===== src/rtl/radio_frame_deserializer_if.sv =====
// Signal bundle between the serial radio sample stream and the deserializer.
// The master side drives the serial bit and sync marker; the slave side returns decoded frames.
interface radio_frame_deserializer_if #(
   parameter int ERR_W = 16
);
   logic             DATA_IN;
   logic             SYNC_IN;
   logic [7:0]       WORD_OUT;
   logic [1:0]       R0_I_OUT;
   logic [1:0]       R0_Q_OUT;
   logic [1:0]       R1_I_OUT;
   logic [1:0]       R1_Q_OUT;
   logic             WORD_VALID;
   logic             LOCKED;
   logic [ERR_W-1:0] SYNC_ERR_COUNT;

   modport master (
      output DATA_IN,
      output SYNC_IN,
      input  WORD_OUT,
      input  R0_I_OUT,
      input  R0_Q_OUT,
      input  R1_I_OUT,
      input  R1_Q_OUT,
      input  WORD_VALID,
      input  LOCKED,
      input  SYNC_ERR_COUNT
   );

   modport slave (
      input  DATA_IN,
      input  SYNC_IN,
      output WORD_OUT,
      output R0_I_OUT,
      output R0_Q_OUT,
      output R1_I_OUT,
      output R1_Q_OUT,
      output WORD_VALID,
      output LOCKED,
      output SYNC_ERR_COUNT
   );
endinterface


===== src/rtl/radio_frame_deserializer.sv =====
// Aligns the 1-bit radio sample stream to 8-bit frames using the SYNC marker and emits
// {R0_I, R0_Q, R1_I, R1_Q} words while locked; a flywheel rides through isolated missing syncs.
module radio_frame_deserializer #(
   parameter int LOCK_FRAMES = 4,
   parameter int MISS_LIMIT  = 2,
   parameter int ERR_W       = 16
) (
   input logic                        SYS_CLK,
   input logic                        RST_N,
   radio_frame_deserializer_if.slave  bus
);

   typedef enum logic [1:0] {
      ST_HUNT   = 2'd0,
      ST_CHECK  = 2'd1,
      ST_LOCKED = 2'd2
   } state_t;

   localparam logic [3:0] LP_LOCK_FRAMES = 4'(LOCK_FRAMES);
   localparam logic [3:0] LP_MISS_LIMIT  = 4'(MISS_LIMIT);

   state_t           r_state;
   state_t           w_state_nxt;
   logic [2:0]       r_bit_cnt;
   logic [2:0]       w_bit_cnt_nxt;
   logic [7:0]       r_shift;
   logic [7:0]       w_shift_nxt;
   logic [7:0]       r_word;
   logic [7:0]       w_word_nxt;
   logic             r_valid;
   logic             w_valid_nxt;
   logic             r_locked;
   logic [3:0]       r_good;
   logic [3:0]       w_good_nxt;
   logic [3:0]       r_miss;
   logic [3:0]       w_miss_nxt;
   logic [ERR_W-1:0] r_err;
   logic [ERR_W-1:0] w_err_nxt;

   logic             w_err_inc;
   logic             w_slot;
   logic [3:0]       w_good_inc;
   logic [3:0]       w_miss_inc;
   logic [7:0]       w_shift_ld;
   logic [7:0]       w_shift_realign;

   assign w_slot          = (r_bit_cnt == 3'd0);
   assign w_good_inc      = r_good + 4'd1;
   assign w_miss_inc      = r_miss + 4'd1;
   assign w_shift_realign = {7'd0, bus.DATA_IN};

   // NOTE: every signal written here gets a default first, so no path leaves one unassigned (no latch).
   always_comb begin
      w_shift_ld            = r_shift;
      w_shift_ld[r_bit_cnt] = bus.DATA_IN;

      w_state_nxt   = r_state;
      w_bit_cnt_nxt = r_bit_cnt;
      w_shift_nxt   = r_shift;
      w_word_nxt    = r_word;
      w_valid_nxt   = 1'b0;
      w_good_nxt    = r_good;
      w_miss_nxt    = r_miss;
      w_err_inc     = 1'b0;

      unique case (r_state)
         ST_HUNT: begin
            w_bit_cnt_nxt = 3'd0;
            if (bus.SYNC_IN) begin
               w_shift_nxt   = w_shift_realign;
               w_bit_cnt_nxt = 3'd1;
               w_good_nxt    = 4'd0;
               w_state_nxt   = ST_CHECK;
            end
         end

         ST_CHECK: begin
            if (w_slot) begin
               if (bus.SYNC_IN) begin
                  w_shift_nxt   = w_shift_ld;
                  w_bit_cnt_nxt = 3'd1;
                  w_good_nxt    = w_good_inc;
                  if (w_good_inc == LP_LOCK_FRAMES) begin
                     w_state_nxt = ST_LOCKED;
                     w_miss_nxt  = 4'd0;
                  end
               end else begin
                  w_state_nxt   = ST_HUNT;
                  w_bit_cnt_nxt = 3'd0;
                  w_err_inc     = 1'b1;
               end
            end else if (bus.SYNC_IN) begin
               w_shift_nxt   = w_shift_realign;
               w_bit_cnt_nxt = 3'd1;
               w_good_nxt    = 4'd0;
               w_err_inc     = 1'b1;
            end else begin
               w_shift_nxt   = w_shift_ld;
               w_bit_cnt_nxt = r_bit_cnt + 3'd1;
            end
         end

         ST_LOCKED: begin
            if (bus.SYNC_IN && !w_slot) begin
               // Misplaced marker: the partial word is dropped and alignment restarts here.
               w_shift_nxt   = w_shift_realign;
               w_bit_cnt_nxt = 3'd1;
               w_good_nxt    = 4'd0;
               w_err_inc     = 1'b1;
               w_state_nxt   = ST_CHECK;
            end else begin
               w_shift_nxt   = w_shift_ld;
               w_bit_cnt_nxt = r_bit_cnt + 3'd1;
               if (r_bit_cnt == 3'd7) begin
                  w_word_nxt  = {bus.DATA_IN, r_shift[6:0]};
                  w_valid_nxt = 1'b1;
               end
               if (w_slot) begin
                  if (bus.SYNC_IN) begin
                     w_miss_nxt = 4'd0;
                  end else begin
                     w_miss_nxt = w_miss_inc;
                     w_err_inc  = 1'b1;
                     if (w_miss_inc == LP_MISS_LIMIT) begin
                        w_state_nxt   = ST_HUNT;
                        w_bit_cnt_nxt = 3'd0;
                     end
                  end
               end
            end
         end

         default: begin
            w_state_nxt   = ST_HUNT;
            w_bit_cnt_nxt = 3'd0;
         end
      endcase

      w_err_nxt = (w_err_inc && (r_err != '1)) ? r_err + 1'b1 : r_err;
   end

   // NOTE: state registers use non-blocking assignments so every flop samples pre-edge values.
   always_ff @(posedge SYS_CLK or negedge RST_N) begin
      if (!RST_N) begin
         r_state   <= ST_HUNT;
         r_bit_cnt <= 3'd0;
         r_shift   <= 8'd0;
         r_word    <= 8'd0;
         r_valid   <= 1'b0;
         r_locked  <= 1'b0;
         r_good    <= 4'd0;
         r_miss    <= 4'd0;
         r_err     <= '0;
      end else begin
         r_state   <= w_state_nxt;
         r_bit_cnt <= w_bit_cnt_nxt;
         r_shift   <= w_shift_nxt;
         r_word    <= w_word_nxt;
         r_valid   <= w_valid_nxt;
         r_locked  <= (w_state_nxt == ST_LOCKED);
         r_good    <= w_good_nxt;
         r_miss    <= w_miss_nxt;
         r_err     <= w_err_nxt;
      end
   end

   assign bus.WORD_OUT       = r_word;
   assign bus.R0_I_OUT       = r_word[7:6];
   assign bus.R0_Q_OUT       = r_word[5:4];
   assign bus.R1_I_OUT       = r_word[3:2];
   assign bus.R1_Q_OUT       = r_word[1:0];
   assign bus.WORD_VALID     = r_valid;
   assign bus.LOCKED         = r_locked;
   assign bus.SYNC_ERR_COUNT = r_err;

endmodule


===== src/flat_wrapper.sv =====
// flat-port wrapper written by rule: the top's interface ports become plain ports
module radio_frame_deserializer_flat 
#(
   parameter int LOCK_FRAMES = 4,
   parameter int MISS_LIMIT  = 2,
   parameter int ERR_W       = 16
)
  (SYS_CLK, RST_N, bus_DATA_IN, bus_SYNC_IN, bus_WORD_OUT, bus_R0_I_OUT, bus_R0_Q_OUT, bus_R1_I_OUT, bus_R1_Q_OUT, bus_WORD_VALID, bus_LOCKED, bus_SYNC_ERR_COUNT);
  radio_frame_deserializer_if #(.ERR_W(ERR_W)) bus_i ();
  input logic SYS_CLK;
  input logic RST_N;
  input wire logic [$bits(bus_i.DATA_IN)-1:0] bus_DATA_IN;
  input wire logic [$bits(bus_i.SYNC_IN)-1:0] bus_SYNC_IN;
  output wire logic [$bits(bus_i.WORD_OUT)-1:0] bus_WORD_OUT;
  output wire logic [$bits(bus_i.R0_I_OUT)-1:0] bus_R0_I_OUT;
  output wire logic [$bits(bus_i.R0_Q_OUT)-1:0] bus_R0_Q_OUT;
  output wire logic [$bits(bus_i.R1_I_OUT)-1:0] bus_R1_I_OUT;
  output wire logic [$bits(bus_i.R1_Q_OUT)-1:0] bus_R1_Q_OUT;
  output wire logic [$bits(bus_i.WORD_VALID)-1:0] bus_WORD_VALID;
  output wire logic [$bits(bus_i.LOCKED)-1:0] bus_LOCKED;
  output wire logic [$bits(bus_i.SYNC_ERR_COUNT)-1:0] bus_SYNC_ERR_COUNT;
  assign bus_i.DATA_IN = bus_DATA_IN;
  assign bus_i.SYNC_IN = bus_SYNC_IN;
  assign bus_WORD_OUT = bus_i.WORD_OUT;
  assign bus_R0_I_OUT = bus_i.R0_I_OUT;
  assign bus_R0_Q_OUT = bus_i.R0_Q_OUT;
  assign bus_R1_I_OUT = bus_i.R1_I_OUT;
  assign bus_R1_Q_OUT = bus_i.R1_Q_OUT;
  assign bus_WORD_VALID = bus_i.WORD_VALID;
  assign bus_LOCKED = bus_i.LOCKED;
  assign bus_SYNC_ERR_COUNT = bus_i.SYNC_ERR_COUNT;
  radio_frame_deserializer #(.LOCK_FRAMES(LOCK_FRAMES), .MISS_LIMIT(MISS_LIMIT), .ERR_W(ERR_W)) u_core (.SYS_CLK(SYS_CLK), .RST_N(RST_N), .bus(bus_i));
endmodule

===== config.mk =====
export PLATFORM = sky130hd
export DESIGN_NAME = radio_frame_deserializer_flat
export DESIGN_NICKNAME = d
export VERILOG_FILES = /design/src/rtl/radio_frame_deserializer_if.sv /design/src/rtl/radio_frame_deserializer.sv /design/src/flat_wrapper.sv
export SDC_FILE = /design/constraint.sdc
export NUM_CORES = 1
export LEC_CHECK = 0
export BUFFER_PORTS_ARGS = -buffer_cell sky130_fd_sc_hd__buf_2
export CORE_MARGIN = 4
export CORE_UTILIZATION = 57
export CTS_BUF_LIST = sky130_fd_sc_hd__clkbuf_16
export DETAILED_ROUTE_END_ITERATION = 6
export HOLD_SLACK_MARGIN = 0.02
export PLACE_DENSITY_LB_ADDON = 0.05
export SYNTH_ARGS = -nofsm -noshare
export SYNTH_HDL_FRONTEND = slang
export SYNTH_SLANG_ARGS = --single-unit

===== constraint.sdc =====
create_clock -name SYS_CLK -period 2.9 [get_ports SYS_CLK]
set_input_delay 0.58 -clock SYS_CLK [delete_from_list [all_inputs] [get_ports SYS_CLK]]
set_output_delay 0.58 -clock SYS_CLK [all_outputs]
set_load 0.02 [all_outputs]

### After elaboration in Yosys (flattened, before gate mapping)

Cells that the tools add are included.

* add/sub/neg operators: 4
* mux-type cells: 47
* order comparisons: 2
* reduce and logical (&&, ||, !) cells: 12
* bitwise operators: 1
* equal/unequal tests: 15

Operators by type and width (count)
* $mux W4: 10
* $mux W8: 5
* $pmux W8 S3: 1
* $mux W3: 6
* $add A16 B1 Y16 const B: 1
* $mux W2: 8
* $ne A16 B16 Y1 const B: 1
* $pmux W4 S3: 1
* $mux W1: 10
* $pmux W3 S3: 1
* $reduce_and A3 Y1: 3
* $add A4 B1 Y4 const B: 2
* $bwmux W8: 1
* $ne A2 B1 Y1 const B: 4
* $pmux W4 S2: 1
* $ne A2 B2 Y1 const B: 3
* $pmux W2 S3: 1
* $reduce_and A6 Y1: 1
* $eq A2 B2 Y1 const B: 2
* $eq A4 B2 Y1 const B: 1
* $eq A4 B3 Y1 const B: 1
* $lt A3 B4 Y1 const B: 1
* $add A3 B1 Y3 const B: 1
* $demux W1 S3: 1
* 12 further kinds: 14

* logic and storage cells: 90
* output and inout bits: 34
* bits of input ports: 4
* register bits after elaboration: 47

### Longest topological paths before layout

* word-level depth: 8
* mapped depth: 11
* depth with buffers taken out: 9

### Worst setup path before layout

Ideal clock, no wire load.

* kind: register -> register
* start point: register u_core.r_bit_cnt[0]
* end point: register u_core.r_err[15], in the netlist u_core.bus.SYNC_ERR_COUNT[15]
* setup time: 125 ps
* data required time: 2775 ps
* data arrival time: 2316 ps
* clock period less this slack: 2441 ps
* path slack: 459 ps
* cell stages (with the launch flop): 11
* path buffers: 1
* cells stage by stage: dfrtp_1 inv_1 ha_1 nand2b_4 buf_6 ha_1 and2b_1 o21ai_2 nor3_1 nand3_1 mux2_2

* longest elaborated chain between the ends: 6
* elaborated cells on any way between the ends: 8
* those cells by class: mux: 4; reduce/logical: 4

Ends and longest elaborated chain
* from (decl): RTL line radio_frame_deserializer.sv:24 `logic [2:0] r_bit_cnt;`
* from (signal assigned): RTL line radio_frame_deserializer.sv:156 `r_bit_cnt <= w_bit_cnt_nxt;`
* $logic_not A3 Y1 (*): RTL line radio_frame_deserializer.sv:47 `assign w_slot = (r_bit_cnt == 3'd0);`
* $logic_not A1 Y1: RTL line radio_frame_deserializer.sv:104 `if (bus.SYNC_IN && !w_slot) begin`
* $logic_and A1 B1 Y1: RTL line radio_frame_deserializer.sv:104
* $mux W1: RTL line radio_frame_deserializer.sv:104
* $pmux W1 S2 (*): RTL line radio_frame_deserializer.sv:66 `unique case (r_state)`
* $logic_and A1 B1 Y1 (*): RTL line radio_frame_deserializer.sv:139 `w_err_nxt = (w_err_inc && (r_err != '1)) ? r_err + 1'b1 : r_err;`
* to (signal assigned): RTL line radio_frame_deserializer.sv:163 `r_err <= w_err_nxt;`
* to (decl): RTL line radio_frame_deserializer.sv:37 `logic [ERR_W-1:0] r_err;`

Every way passes the cells marked *; elsewhere a longest branch is shown, timed or not.
A chain may end at the register's enable or synchronous reset.

### Worst setup path in the final report

* start point: register u_core.r_bit_cnt[0]
* end point: register u_core.r_shift[6]

* longest elaborated chain between the ends: 8
* elaborated cells on any way between the ends: 16
* those cells by class: order compare: 2; eq/ne: 1; mux: 8; reduce/logical: 5

Ends and longest elaborated chain
* $lt A3 B4 Y1 (not written as such) or $ge A3 B1 Y1 (tied branches): RTL line radio_frame_deserializer.sv:55 `w_shift_ld[r_bit_cnt] = bus.DATA_IN;`
* $logic_and A1 B1 Y1 (not written as such): RTL line radio_frame_deserializer.sv:55
* $mux W1 (not written as such): RTL line radio_frame_deserializer.sv:55
* $demux W1 S3
* $bwmux W8: RTL line radio_frame_deserializer.sv:55
* $mux W8 (on tied branches): RTL line radio_frame_deserializer.sv:92, radio_frame_deserializer.sv:79
* $mux W8: RTL line radio_frame_deserializer.sv:78 `if (w_slot) begin`
* $pmux W8 S3: RTL line radio_frame_deserializer.sv:66
* to (signal assigned): RTL line radio_frame_deserializer.sv:157 `r_shift <= w_shift_nxt;`
* to (decl): RTL line radio_frame_deserializer.sv:26 `logic [7:0] r_shift;`

Several ways; a longest one is shown, not always the timed one. The select of a mux whose other input is x is not followed.

==> flow_summary_export.csv <==
group,metric,value,unit
synthesis,synth_top_family_by_area,"compound AO/OA/AOI/OAI gates",
critical_path,r2r-start,"u_core.r_bit_cnt[0]",
route,drt_wl_total,4920,um
placement,port_buffers,37,
global_route,overflow,0,
sta,slew_viol_final,0,
die,start_util,0.593,
synthesis,yosys.area.top_type,"dfrtp_1",
route,drt_iter0_markers,176,
global_route,grt_pass1_wl,8320,um
outcome,status,"completed",
sta,worst_pin_slew,0.992,ns
die,die_area,5700,um^2
synthesis,synth-compound-area-share,0.163,
synthesis,synthAdderAreaFrac,0.0626,
critical_path,path_buf_inv,2,
clock_tree,cts_hold_buf,0,
critical_path,r2r_slack,0.44,ns
critical_path,cp.arrival,2.68,ns
synthesis,muxShareOfSynthArea,0.0530,
synthesis,syn-cell-area,2600,um^2
synthesis,synth-xor-area-share,0.0506,
synthesis,syn_nets,266,
critical_path,crit_fanout,10,
sta,finalCriticalPeriod,2.46,ns
critical_path,startpoint_type,"flop",
run,drv_cap,0,
die,rows,24,
route,drtPass1Iterations,4,
final_layout,num_antenna_cells,0,
synthesis,synth_warnings,0,
synthesis,yosysSeqAreaShare,0.443,
die,core_area,4380,um^2
global_route,grtUsageTotal,0.189,
clock_tree,cts_tree,"built",
die,die_x,75.5,um
clock_tree,insertion_delay,0.29,ns
final_layout,syn_to_final_growth,11.7,%
clock_tree,clock_sinks,46,
sta,finalSetupViolCount,0,
critical_path,worstReg2RegEnd,"u_core.r_shift[6]",
route,ant_nets,0,
worst_hold_path,hold_class,"input port to async pin",
global_route,antenna_found_initial,0,
critical_path,crit_family,"simple AND/OR/NAND/NOR gates",
clock_tree,cts-resized-gates,0,
synthesis,synth_edf_count,0,
clock_tree,clkTransAtPathRegs,0.07,ns
critical_path,cp_slowest_cell,"dfrtp_1",
clock_tree,clk_path_buf_depth,2,
sta,slew_headroom,0.339,
critical_path,slowest_delay,0.45,ns
synthesis,async_flop_share,1.00,
sta,skew,0.00698,ns
placement,place_hpwl,3440,um
global_route,grt_max_degree,47,
sta,whs,0.451,ns
route,wire_per_inst,14.9,um
critical_path,rr_worst_depth,9,
final_layout,fin_util,0.662,
pwr,power.leakage,0.00142,uW
final_layout,drive_gt1_frac,0.244,
synthesis,synthCells,249,
die,fp.dieH,75.5,um
pwr,ir_worst_vdd,0.000650,V
route,drcViolationCount,0,
synthesis,synthFlopType,"dfrtp_1",
synthesis,netlist.area_leader.share,0.443,
critical_path,crit_top_cell,"ha_1",
route,vias_per_cell,5.73,
critical_path,crit_required,3.12,ns
critical_path,setup.worst_path.class,"flop to flop",
sta,hold_viol_final,0,
synthesis,syn_avg_cell_area,10.4,um^2
global_route,grt_pass1_vias,1760,
clock_tree,cts_buffers,5,
synthesis,synth.distinct_cells,55,
pwr,power.density,741,nW/um^2
critical_path,cp_cell_sequence,"inv_1 > ha_1 > nand2b_4 > ha_1 > nor2b_1 > buf_4 > o21ai_0 > nor3_1 > a32o_1",
route,num_vias,1898,
synthesis,synth-simple-area-share,0.163,
sta,tns,0,ns
final_layout,final_nets,295,
sta,period_share,0.849,
die,ios,38,
sta,fmax,0.406,GHz
final_layout,nFillCells,363,
synthesis,ys_ff_latch,46,
sta,rsz0062_at_grt,"no",
synthesis,synth_area_leaders,"dfrtp_1, ha_1, xnor2_1",
critical_path,end_kind,"flop",
clock_tree,h-tree-depth,2,
placement,place_congestion,0.794,
clock_tree,root_buffer,"clkbuf_16",
clock_tree,cts_setup_buffers,0,
-- worst reg2reg max path, delay by kind of cell, from the launching register on --
family / cells / cell delay (ns)
AND/OR/NAND/NOR: 3 / 0.66
adder cells (fa/ha/maj): 2 / 0.52
flip-flops: 1 / 0.45
buffers and inverters: 2 / 0.41
AO/OA/AOI/OAI: 2 / 0.36
-- power breakdown --
part           internal [uW]  switching (uW)
Sequential               713            88.9
Combinational            266             436
Clock                    403             243
-- worst max-delay path by stage --
stage	startpoint	to	cells past startpoint
after floorplan	u_core.r_bit_cnt[0]	u_core.bus.SYNC_ERR_COUNT[15]	10
after global placement	u_core.r_bit_cnt[0]	u_core.bus.SYNC_ERR_COUNT[8]	9
after detailed placement	u_core.r_bit_cnt[0]	u_core.bus.SYNC_ERR_COUNT[8]	9
after CTS	u_core.r_bit_cnt[0]	u_core.bus.SYNC_ERR_COUNT[8]	9
after global routing	u_core.r_bit_cnt[0]	u_core.r_shift[6]	9
final	u_core.r_bit_cnt[0]	u_core.r_shift[6]	9
-- logic make-up after synthesis --
| logic type | after synthesis |
|---|---|
| adders and majority gates | 13 |
| muxes | 12 |
| and+or+nand+nor | 78 |
| xor gates and xnor gates | 15 |
| buffers and inverters | 28 |
| DFF | 46 |
| AOI/OAI and AO/OA | 57 |
-- state kept, by name (all words and copies together) (netlist names) --
register / count
u_core.bus.WORD_VALID: 1
u_core.r_good: 4
u_core.bus.SYNC_ERR_COUNT: 16
u_core.r_bit_cnt: 3
u_core.r_state: 2
u_core.bus.LOCKED: 1
u_core.bus.WORD_OUT: 8
u_core.r_miss: 4
u_core.r_shift: 7
-- through the flow --
stage          setup WS (ns)  std cells  area, um^2  total power, uW
2_1_floorplan          0.459        249        2600             1370
3_3_place_gp           0.523        323        2740             1500
3_5_place_dp           0.493        323        2740             1510
4_1_cts                0.458        331        2900             2170
5_1_grt                0.241        331        2900             2290
6_report               0.439        331        2900             2150
-- cell usage after synthesis (2+ instances only) --
cell        n
o211ai_1    6
buf_2       2
nor3_1      3
nand2_1    24
xor2_1      2
a32o_1      2
buf_6       2
o21ai_0    18
nor2b_1     3
nand4_1     6
xnor2_1    13
a21oi_1     5
nor2_1     11
inv_1      11
and3_1      2
clkbuf_1    2
mux2_2     10
dfrtp_1    46
o22a_1      2
o21a_1      4
nand3_1    14
ha_1       13
o2bb2ai_1   4
and4_1      2
buf_4       9
a31oi_1     3
nor3b_1     2
-- cell usage in the layout, fill, tap and decap left out, drive strengths merged, types with 6 or more instances in the layout --
| master | count |
|---|---|
| o211ai | 6 |
| dfrtp | 46 |
| nand4 | 7 |
| xnor2 | 13 |
| nand3 | 15 |
| nand2 | 24 |
| ha | 13 |
| mux2 | 11 |
| buf | 39 |
| a21oi | 7 |
| inv | 12 |
| nor2 | 11 |
| o21ai | 19 |
-- routing by layer --
layer	vias up	routed length (um)	GRT usage
li1	943	-	-
met2	38	2290	0.296
met4	0	62	0.0583
met5	-	0	0
met1	909	2350	0.259
met3	8	224	0.0488
-- final cells by class --
| type | instances | area, um^2 | area share |
|---|---|---|---|
| multi-input combinational | 175 | 1280 | 0.441 |
| clock inverter | 3 | 41.3 | 0.0142 |
| inverter | 11 | 41.3 | 0.0142 |
| timing repair buffer | 39 | 200 | 0.0689 |
| tap | 52 | 65.1 | 0.0224 |
| sequential | 46 | 1150 | 0.396 |
| clock buffer | 5 | 125 | 0.0431 |
Power figures use the tool's default switching activity.
